--- src/rtl/ac_exec_unit_if.sv ---
// Request handshake bundle between the core controller and ac_exec_unit.
// master: controller side (drives the request). slave: execution unit side.
interface ac_exec_unit_if #(
   parameter int DW  = 16,
   parameter int OPW = 3
);
   logic           req_valid;
   logic           req_ready;
   logic [OPW-1:0] req_op;
   logic [DW-1:0]  req_operand;

   modport master (
      output req_valid,
      output req_op,
      output req_operand,
      input  req_ready
   );

   modport slave (
      input  req_valid,
      input  req_op,
      input  req_operand,
      output req_ready
   );
endinterface

--- src/rtl/ac_exec_unit.sv ---
// Accumulator / sequencer stage around the combinational alu of a matmul core.
// One request per handshake: IDLE -> EXEC (alu driven) -> WB (done pulse).
// Optional feature macro: AC_ZFLAG_EN (registered zero flag on every AC write).
module ac_exec_unit #(
   parameter int DW  = 16,
   parameter int OPW = 3
) (
   input  logic            clk,
   input  logic            rstn,
   ac_exec_unit_if.slave   req,
   input  logic            ac_load,
   input  logic [DW-1:0]   ac_load_data,
   output logic [DW-1:0]   alu_in_bus,
   output logic [DW-1:0]   alu_in_ac,
   output logic [OPW-1:0]  alu_operation,
   input  logic [DW-1:0]   alu_data_out,
   output logic [DW-1:0]   ac_out,
   output logic            done,
   output logic            busy,
   output logic            z_flag
);

   localparam logic [OPW-1:0] OP_CLR = OPW'(6);
   localparam logic [OPW-1:0] OP_INC = OPW'(7);

   typedef enum logic [1:0] {
      IDLE = 2'd0,
      EXEC = 2'd1,
      WB   = 2'd2
   } state_t;

   state_t          state;
   logic [DW-1:0]   ac;
   logic [OPW-1:0]  op_q;
   logic [DW-1:0]   opd_q;
   logic            ac_wr_en;
   logic [DW-1:0]   ac_wr_data;

   // alu operands come straight from the latched request; AC feeds back as in_AC
   assign alu_in_bus    = opd_q;
   assign alu_operation = op_q;
   assign alu_in_ac     = ac;
   assign ac_out        = ac;

   // Ready only in IDLE and only when no direct load competes for AC
   always_comb begin
      req.req_ready = (state == IDLE) && !ac_load;
   end

   // Select the AC write source: direct load in IDLE or op commit at end of EXEC
   always_comb begin
      ac_wr_en   = 1'b0;
      ac_wr_data = ac;
      if (state == IDLE && ac_load) begin
         ac_wr_en   = 1'b1;
         ac_wr_data = ac_load_data;
      end else if (state == EXEC) begin
         ac_wr_en = 1'b1;
         if (op_q == OP_CLR)
            ac_wr_data = '0;
         else if (op_q == OP_INC)
            ac_wr_data = ac + DW'(1);
         else
            ac_wr_data = alu_data_out;
      end
   end

   // Sequencer FSM with registered done/busy and the accumulator register
   always_ff @(posedge clk) begin
      if (!rstn) begin
         state <= IDLE;
         ac    <= '0;
         op_q  <= '0;
         opd_q <= '0;
         done  <= 1'b0;
         busy  <= 1'b0;
      end else begin
         if (ac_wr_en)
            ac <= ac_wr_data;
         case (state)
            IDLE: begin
               done <= 1'b0;
               if (req.req_valid && !ac_load) begin
                  op_q  <= req.req_op;
                  opd_q <= req.req_operand;
                  state <= EXEC;
                  busy  <= 1'b1;
               end
            end
            EXEC: begin
               state <= WB;
               done  <= 1'b1;
            end
            WB: begin
               state <= IDLE;
               done  <= 1'b0;
               busy  <= 1'b0;
            end
            default: begin
               state <= IDLE;
               done  <= 1'b0;
               busy  <= 1'b0;
            end
         endcase
      end
   end

`ifdef AC_ZFLAG_EN
   // Zero flag tracks the value of every AC write
   always_ff @(posedge clk) begin
      if (!rstn)
         z_flag <= 1'b0;
      else if (ac_wr_en)
         z_flag <= (ac_wr_data == '0);
   end
`else
   assign z_flag = 1'b0;
`endif

endmodule

--- src/flat_wrapper.sv ---
// flat-port wrapper written by rule: the top's interface ports become plain ports
module ac_exec_unit_flat 
#(
   parameter int DW  = 16,
   parameter int OPW = 3
)
  (clk, rstn, ac_load, ac_load_data, alu_in_bus, alu_in_ac, alu_operation, alu_data_out, ac_out, done, busy, z_flag, req_req_valid, req_req_op, req_req_operand, req_req_ready);
  ac_exec_unit_if #(.DW(DW), .OPW(OPW)) req_i ();
  input  logic clk;
  input  logic rstn;
  input  logic ac_load;
  input  logic [DW-1:0] ac_load_data;
  output logic [DW-1:0] alu_in_bus;
  output logic [DW-1:0] alu_in_ac;
  output logic [OPW-1:0] alu_operation;
  input  logic [DW-1:0] alu_data_out;
  output logic [DW-1:0] ac_out;
  output logic done;
  output logic busy;
  output logic z_flag;
  input wire logic [$bits(req_i.req_valid)-1:0] req_req_valid;
  input wire logic [$bits(req_i.req_op)-1:0] req_req_op;
  input wire logic [$bits(req_i.req_operand)-1:0] req_req_operand;
  output wire logic [$bits(req_i.req_ready)-1:0] req_req_ready;
  assign req_i.req_valid = req_req_valid;
  assign req_i.req_op = req_req_op;
  assign req_i.req_operand = req_req_operand;
  assign req_req_ready = req_i.req_ready;
  ac_exec_unit #(.DW(DW), .OPW(OPW)) u_core (.clk(clk), .rstn(rstn), .req(req_i), .ac_load(ac_load), .ac_load_data(ac_load_data), .alu_in_bus(alu_in_bus), .alu_in_ac(alu_in_ac), .alu_operation(alu_operation), .alu_data_out(alu_data_out), .ac_out(ac_out), .done(done), .busy(busy), .z_flag(z_flag));
endmodule
--- config.mk ---
export PLATFORM = sky130hd
export DESIGN_NAME = ac_exec_unit_flat
export DESIGN_NICKNAME = d
export VERILOG_FILES = /design/src/rtl/ac_exec_unit_if.sv /design/src/rtl/ac_exec_unit.sv /design/src/flat_wrapper.sv
export SDC_FILE = /design/constraint.sdc
export NUM_CORES = 1
export LEC_CHECK = 0
export BUFFER_PORTS_ARGS = -buffer_cell sky130_fd_sc_hd__buf_2
export CORE_MARGIN = 2
export CORE_UTILIZATION = 45
export DETAILED_ROUTE_END_ITERATION = 8
export GPL_TIMING_DRIVEN = 0
export PLACE_DENSITY = 0.8
export SLEW_MARGIN = 40
export SYNTH_ARGS = -nofsm -noshare
export SYNTH_HDL_FRONTEND = slang
export SYNTH_SLANG_ARGS = --single-unit
--- constraint.sdc ---
create_clock -name clk -period 2 [get_ports clk]
set_input_delay 0.2 -clock clk [delete_from_list [all_inputs] [get_ports clk]]
set_output_delay 0.2 -clock clk [all_outputs]
set_load 0.01 [all_outputs]
==> results.cfg, run 1 <==
[routing]
detail_route.wl_per_cell_um = 13.8
vias = 2218
routed_wl_um = 5760
drtPass1Iterations = 4
ant_nets = 0
viasPerCell = 5.32
post-route-drc-count = 0
drt_iter0_markers = 130

[pwr]
seq_power_share = 0.492
power_density_nw_per_um2 = 640
clkPwrFrac = 0.306
ir_drop_uv = 328
power.switching_uw = 499
report.power.total_uw = 1770
p_leak_uw = 0.00129
switching_share = 0.281
p_int_uw = 1270
power_frac_comb = 0.202

[synthesis]
yosysMostFrequentCell = nand2_1
synth_edf_count = 0
syn_nets = 306
ys_seq_elements = 39
async_flop_share = 0
synth_area_per_cell_um2 = 8.31
synthesis.instances = 250
ys_seq_area_frac = 0.376
yosysTopAreaCell = dfxtp_1
synth_common_cells = nand2_1 (44), dfxtp_1 (39), a21oi_1 (27), buf_4 (17), a22oi_1 (10)
synth-main-ff-cell = dfxtp_1
synth_top_area_share = 0.376
ys_types = 50
ys_warn_count = 0
syn-cell-area_um2 = 2080
synth_area_leaders = dfxtp_1 (38%), nand2_1 (8.0%), a21oi_1 (6.5%)

[cells_and_area]
area_growth_pct = 33.6
n_antenna_cell = 0
nets = 421
drive_above_1_share = 0.408
post-route-util = 0.628
fillers = 421

[global_routing]
first_global_vias = 2076
grt_max_degree = 12
track_usage = 0.225
overflow = 0
grt_pass1_wl_um = 9180
grt_antenna_before_repair = 0

[floorplanning]
die_area_um2 = 5170
die-width_um = 71.9
core-area_um2 = 4410
die_h_um = 71.9
start_util = 0.471
boundaryPins = 110
fp-row-count = 24

[hold_path]
hold_depth = 3
min_from = req_req_operand[4]
hold_path.class = in2reg
hold_end = u_core.alu_in_bus[4]$_SDFFE_PN0P_

[sta]
period_minus_slack_ns = 1.94
finalHoldWorstSlack_ns = 0.145
worst_clock_skew_ns = 0.00652
worst_pin_slew_ns = 0.686
maxSlewViolCount = 0
setup_viol = 0
period_share = 0.968
clock.fmax_mhz = 516
slew_headroom = 0.542
finalHoldViolations = 0

[clocking]
cts_tree = built
numCtsBuffers = 5
cts_root_buf = clkbuf_8
cts_setup_buffers = 0
cts.reportedPaths.clkPinSlew_ns = 0.08
cts_hold_buf = 0
cts_max_level = 2
clock_path_buffers = 2
insertion_delay_ns = 0.29
cts.sinks = 39

[worst_setup_path]
path_cells = ha_2, nand3_4, or4_1, a311o_1, a21oi_1
crit_type = reg2reg
rr_worst_depth = 5
max_stage_delay_ns = 0.52
startpoint_type = flip-flop
arrival_ns = 2.16
end_kind = flip-flop
r2r-start = u_core.ac_out[1]$_SDFFE_PN0P_
r2r_slack_ns = 0.06
crit_fanout = 8
required_ns = 2.22
setup.worst_path.start = u_core.ac_out[1]$_SDFFE_PN0P_
r2r_end = u_core.ac_out[10]$_SDFFE_PN0P_
cpMaxStageDelayCell = or4_1

[job]
maxCapViolCount = 0

[place]
gp_congestion = 0.771
port_buffers = 108
dp_hpwl_um = 4300

[status]
run_status = complete, no violations
==> worst max-delay path by stage <==
stage                                     endpoint  slack (ns)  depth (start not counted)
global route        u_core.ac_out[10]$_SDFFE_PN0P_      -0.005                          5
floorplan           u_core.ac_out[10]$_SDFFE_PN0P_        0.12                          5
detailed placement  u_core.ac_out[10]$_SDFFE_PN0P_        0.07                          5
global placement    u_core.ac_out[10]$_SDFFE_PN0P_        0.11                          5
finish              u_core.ac_out[10]$_SDFFE_PN0P_        0.06                          5
CTS                 u_core.ac_out[10]$_SDFFE_PN0P_        0.04                          5
==> sequential cells by signal (all words and copies together), names as in the netlist <==
signal and count:
u_core.alu_in_bus 16, u_core.ac_out 16, u_core.alu_operation 3, u_core.done 1
u_core.state 2, u_core.busy 1
==> cell families after synthesis <==
logic type      synth area share
simple gates               0.200
xor+xnor                  0.0337
other cells              0.00181
buf+inv                    0.123
flops                      0.376
mux                       0.0102
compound gates             0.249
fa+ha+maj                0.00602
==> timing repair <==
action	in CTS	in global routing
resized for setup	0	2
endpoints found under the setup margin	0	1
hold endpoints to repair	0	0
==> metrics by stage <==
step	std cells	setup WS, ns	instance area [µm²]	TNS [ns]
2_1_floorplan	250	0.125	2080	0
3_5_place_dp	410	0.0669	2680	0
6_report	417	0.0634	2770	0
3_3_place_gp	410	0.107	2680	0
4_1_cts	417	0.0433	2770	0
5_1_grt	417	-0.00538	2770	-0.00538
==> cell type report <==
type | count | area, µm² | share of cell area
multi-input cells | 174 | 1040 | 0.376
clock inverters | 1 | 5.00 | 0.00180
clock buffers | 6 | 82.6 | 0.0298
inverters | 5 | 18.8 | 0.00677
flip-flops and latches | 39 | 782 | 0.282
repair buffers | 108 | 541 | 0.195
plain buffers | 32 | 238 | 0.0857
well taps | 52 | 65.1 | 0.0235
==> critical path, delay by kind of cell, from the launching register on <==
kind	cells	cell delay, ns
adders and majority gates	1	0.28
AOI/OAI and AO/OA	2	0.49
and+or+nand+nor	2	0.65
DFF	1	0.46
==> power by group through the flow <==
stage | clock network (µW) | logic [µW] | registers [µW]
4_1_cts | 554 | 360 | 872
3_5_place_dp | 0 | 359 | 890
2_1_floorplan | 0 | 188 | 903
6_report | 543 | 358 | 873
5_1_grt | 584 | 393 | 882
3_3_place_gp | 0 | 353 | 887
==> metal layers <==
metal | global-route usage | routed length, µm | vias to the layer above
li1 | - | - | 1116
met1 | 0.276 | 2470 | 998
met2 | 0.355 | 2630 | 96
met3 | 0.0736 | 581 | 8
met4 | 0.111 | 83 | 0
met5 | 0 | 0 | -
==> layout by cell type, fill, tap and decap left out, types with 5 or more instances in the layout <==
master,synthesis,final
a21oi_1,27,27
a22oi_1,10,10
buf_2,2,110
buf_4,17,17
clkbuf_1,6,6
clkbuf_8,5,11
dfxtp_1,39,38
nand2_1,44,44
nand3_1,6,6
nor2_1,7,7
nor3_1,8,8
nor4_1,5,5
o22ai_1,5,5
xnor2_1,7,7
Note: power is estimated with default switching activity, not from simulation.
==> run 2, diff against run 1 <==
CELL_PAD_IN_SITES_DETAIL_PLACEMENT = 0   (was not set)
CELL_PAD_IN_SITES_GLOBAL_PLACEMENT = 1   (was not set)
CORE_UTILIZATION = 31   (was 45)
PLACE_DENSITY = not set   (was 0.8)
PLACE_DENSITY_LB_ADDON = 0.1   (was not set)
==> results.cfg, run 2 (same netlist as run 1, synthesis figures left out) <==
[cells_and_area]
final_cell_mix = buf_2 (110), nand2_1 (44), dfxtp_1 (38), a21oi_1 (27), buf_4 (17)
post-route-util = 0.437
layout_commonest_cell = buf_2
drive_above_1_share = 0.410
nets = 421
n_antenna_cell = 0
area_growth_pct = 35.0

[sta]
period_minus_slack_ns = 1.91
slew_headroom = 0.506
worst_pin_slew_ns = 0.740
worst_clock_skew_ns = 0.00263
tns_ns = 0
finalHoldWorstSlack_ns = 0.135
rsz0062_at_grt = no
period_share = 0.957
finalHoldViolations = 0
clock.fmax_mhz = 522
setup_viol = 0
maxSlewViolCount = 0

[routing]
vias = 2198
dr_wl_met3_um = 456
post-route-drc-count = 7
viasPerCell = 4.96
routed.top_layer = met4
drtPass1Iterations = 6
route.met2.wl_um = 3100
ant_nets = 0
drt_iter0_markers = 116
wl_met1_um = 2890
routed_wl_um = 6510
detail_route.wl_per_cell_um = 14.7

[clocking]
insertion_delay_ns = 0.29
numCtsBuffers = 5
cts_root_buf = clkbuf_8
cts_hold_buf = 0
cts_tree = built
cts.sinks = 39
clock_path_buffers = 2
cts_max_level = 2
cts.reportedPaths.clkPinSlew_ns = 0.08

[worst_setup_path]
rr_worst_depth = 5
end_kind = flip-flop
setup.worst_path.start = u_core.ac_out[1]$_SDFFE_PN0P_
startpoint_type = flip-flop
r2r-start = u_core.ac_out[1]$_SDFFE_PN0P_
arrival_ns = 2.15
crit_type = reg2reg
crit_fanout = 8
required_ns = 2.23

[place]
port_buffers = 108
dp_hpwl_um = 4660
gp_congestion = 0.792

[hold_path]
hold_path.class = in2reg
min_from = req_req_operand[5]
hold_depth = 3

[floorplanning]
die_h_um = 85.9
boundaryPins = 110
die_area_um2 = 7370
fp-row-count = 29
start_util = 0.323
core-area_um2 = 6420
die-width_um = 85.9

[status]
violations = DRC
run_status = complete, but fails checks

[pwr]
power_density_nw_per_um2 = 633
p_leak_uw = 0.00128
report.power.total_uw = 1780
ir_drop_uv = 361

[global_routing]
grt_antenna_before_repair = 0
grt_max_degree = 13
overflow = 0
track_usage = 0.178
grt_pass1_wl_um = 10300
first_global_vias = 2119

[job]
maxCapViolCount = 0
run 2: metal layers:
| layer | global-route usage | up-vias |
|---|---|---|
| met5 | 0 | - |
| met2 | 0.296 | 80 |
| met3 | 0.0577 | 6 |
| li1 | - | 1111 |
| met1 | 0.226 | 1001 |
| met4 | 0.0390 | 0 |
run 2: final timing paths:
check	end	slack, ns
setup reg to reg	u_core.ac_out[10]$_SDFFE_PN0P_	0.09
hold reg to reg	u_core.alu_in_bus[5]$_SDFFE_PN0P_	0.45
hold / removal	u_core.alu_in_bus[5]$_SDFFE_PN0P_	0.14
setup / recovery	u_core.ac_out[10]$_SDFFE_PN0P_	0.09
run 2: cell type report:
class | instances | area, µm²
buffer | 32 | 239
clock buffer | 6 | 72.6
clock inverter | 2 | 12.5
fill | 708 | 3620
inverter | 5 | 18.8
multi-input combinational | 174 | 1040
sequential | 39 | 782
tap | 77 | 96.3
timing repair buffer | 108 | 541
run 2: what timing repair did:
item	4_1_cts	5_1_grt
gates resized for setup	0	4
endpoints found under the setup margin	0	2
setup buffers	0	0
run 2: per-stage QoR:
step	area [µm²]	instances	worst slack [ns]
finish	2800	443	0.0860
global route	2800	443	0.00122
CTS	2800	443	0.0280
detailed placement	2710	435	0.0472
global placement	2710	435	0.0595
floorplan	2080	250	0.125
run 2: power breakdown:
group          internal, µW  total [µW]  switching, µW
combinational           183         361            178
clock                   244         539            295
sequential              821         875           54.6
total                  1250        1780            528
run 2: worst max-delay path, stage by stage (launching register included):
cell and delay [ns]:
dfxtp_1 0.45, ha_2 0.26, nand3_4 0.13, or4_1 0.52, a311o_1 0.36, a21oi_1 0.13
==> run 3, diff against run 2 <==
CELL_PAD_IN_SITES_DETAIL_PLACEMENT = 1   (was 0)
CORE_MARGIN = not set   (was 2)
==> results.cfg, run 3 (same netlist as run 1, synthesis figures left out) <==
[status]
run_status = complete, but fails checks
violations = DRC

[floorplanning]
core-area_um2 = 6420
boundaryPins = 110
die-width_um = 83.9
fp-row-count = 29
die_area_um2 = 7030
start_util = 0.323
die_h_um = 83.9

[place]
dp.cells = 435
gp_congestion = 0.792
port_buffers = 108
dp_hpwl_um = 4990

[worst_setup_path]
r2r_slack_ns = 0.12
path_delay_family = simple AND/OR/NAND/NOR gates
arrival_ns = 2.11
max_stage_delay_ns = 0.53
path_buf_inv = 0
cpMaxStageDelayCell = or4_1
crit_fanout = 8
crit_type = reg2reg
end_kind = flip-flop
required_ns = 2.22
startpoint_type = flip-flop
path_cells = ha_2, nand3_4, or4_1, a311o_1, a21oi_1

[clocking]
numCtsBuffers = 5
cts_root_buf = clkbuf_8
cts.sinks = 39
cts.reportedPaths.clkPinSlew_ns = 0.08
cts_setup_buffers = 0
insertion_delay_ns = 0.29
cts_max_level = 2
cts_hold_buf = 0
clock_path_buffers = 2
cts_tree = built

[pwr]
power.switching_uw = 527
clkPwrFrac = 0.389
power_density_nw_per_um2 = 712
switching_share = 0.259
seq_power_share = 0.431
p_leak_uw = 0.00131
ir_drop_uv = 384
power_frac_comb = 0.180
p_int_uw = 1500

[sta]
slew_headroom = 0.498
period_share = 0.942
setup_viol = 0
maxSlewViolCount = 0
clock.fmax_mhz = 531
period_minus_slack_ns = 1.88
finalHoldViolations = 0
tns_ns = 0
rsz0062_at_grt = no
finalHoldWorstSlack_ns = 0.136
worst_clock_skew_ns = 0.00636
worst_pin_slew_ns = 0.752

[hold_path]
hold_path.class = in2reg

[routing]
detail_route.wl_per_cell_um = 15.2
drtPass1Iterations = 6
drt_iter0_markers = 92
routed_wl_um = 6740
ant_nets = 0
post-route-drc-count = 14
viasPerCell = 5.09
vias = 2255

[job]
maxCapViolCount = 0

[global_routing]
overflow = 0
grt_pass1_wl_um = 11000
first_global_vias = 2280
grt_antenna_before_repair = 0
track_usage = 0.196
grt_max_degree = 13

[cells_and_area]
layout_commonest_cell = buf_2
layout.cells.non_filler = 443
nets = 421
final_cell_mix = buf_2 (110), nand2_1 (44), dfxtp_1 (37), a21oi_1 (27), buf_4 (17)
area_growth_pct = 37.4
drive_above_1_share = 0.415
n_antenna_cell = 0
fillers = 826
-- run 3: cell types whose count changed in the layout (fill, tap and decap cells not counted), sizes merged --
cell      change
bufinv        +2
clkinv        -1
clkinvlp      -1
-- run 3: worst min-delay path, cell delays in order --
cell	delay, ns
buf_2	0.09
nand2_1	0.04
a21oi_1	0.05
-- run 3: power groups by stage --
stage / logic [µW] / registers (µW) / clock network, µW
3_5_place_dp: 369 / 893 / 0
2_1_floorplan: 188 / 903 / 0
6_report: 366 / 875 / 790
4_1_cts: 370 / 875 / 808
3_3_place_gp: 362 / 890 / 0
5_1_grt: 403 / 884 / 841
-- run 3: final cells by class --
| cell class | instances | area (µm²) | area share |
|---|---|---|---|
| Timing Repair Buffer | 108 | 541 | 0.189 |
| Inverter | 5 | 18.8 | 0.00658 |
| Sequential cell | 39 | 783 | 0.274 |
| Clock buffer | 6 | 72.6 | 0.0254 |
| Buffer | 32 | 240 | 0.0842 |
| Clock inverter | 2 | 60.1 | 0.0210 |
| Tap cell | 77 | 96.3 | 0.0338 |
| Multi-Input combinational cell | 174 | 1040 | 0.365 |
-- run 3: per-stage QoR --
step	total power (µW)	util	setup slack (ns)	cell area, µm²
CTS	2050	0.443	0.00884	2850
global placement	1250	0.423	0.0591	2710
global route	2130	0.444	0.00923	2850
detailed placement	1260	0.423	-0.00418	2710
floorplan	1090	-	0.125	2080
finish	2030	0.444	0.117	2850
-- run 3: path summary, 6_finish.rpt --
path / start / to / cells past startpoint
setup / recovery: u_core.ac_out[0]$_SDFFE_PN0P_ / u_core.ac_out[10]$_SDFFE_PN0P_ / 5
hold / removal: req_req_operand[11] / u_core.alu_in_bus[11]$_SDFFE_PN0P_ / 3
setup reg to reg: u_core.ac_out[0]$_SDFFE_PN0P_ / u_core.ac_out[10]$_SDFFE_PN0P_ / 5
hold reg to reg: u_core.alu_in_bus[2]$_SDFFE_PN0P_ / u_core.alu_in_bus[2]$_SDFFE_PN0P_ / 2
-- run 3: layer usage --
layer	vias up	track usage	wire (µm)
met5	-	0	0
met4	0	0.0376	23
met3	2	0.0574	445
met2	73	0.338	3240
met1	1065	0.244	3030
li1	1115	-	-
-- run 3: timing repair --
action | 4_1_cts | 5_1_grt
pin swaps | 0 | 0
setup endpoints to repair | 1 | 3
gates resized for setup | 1 | 6
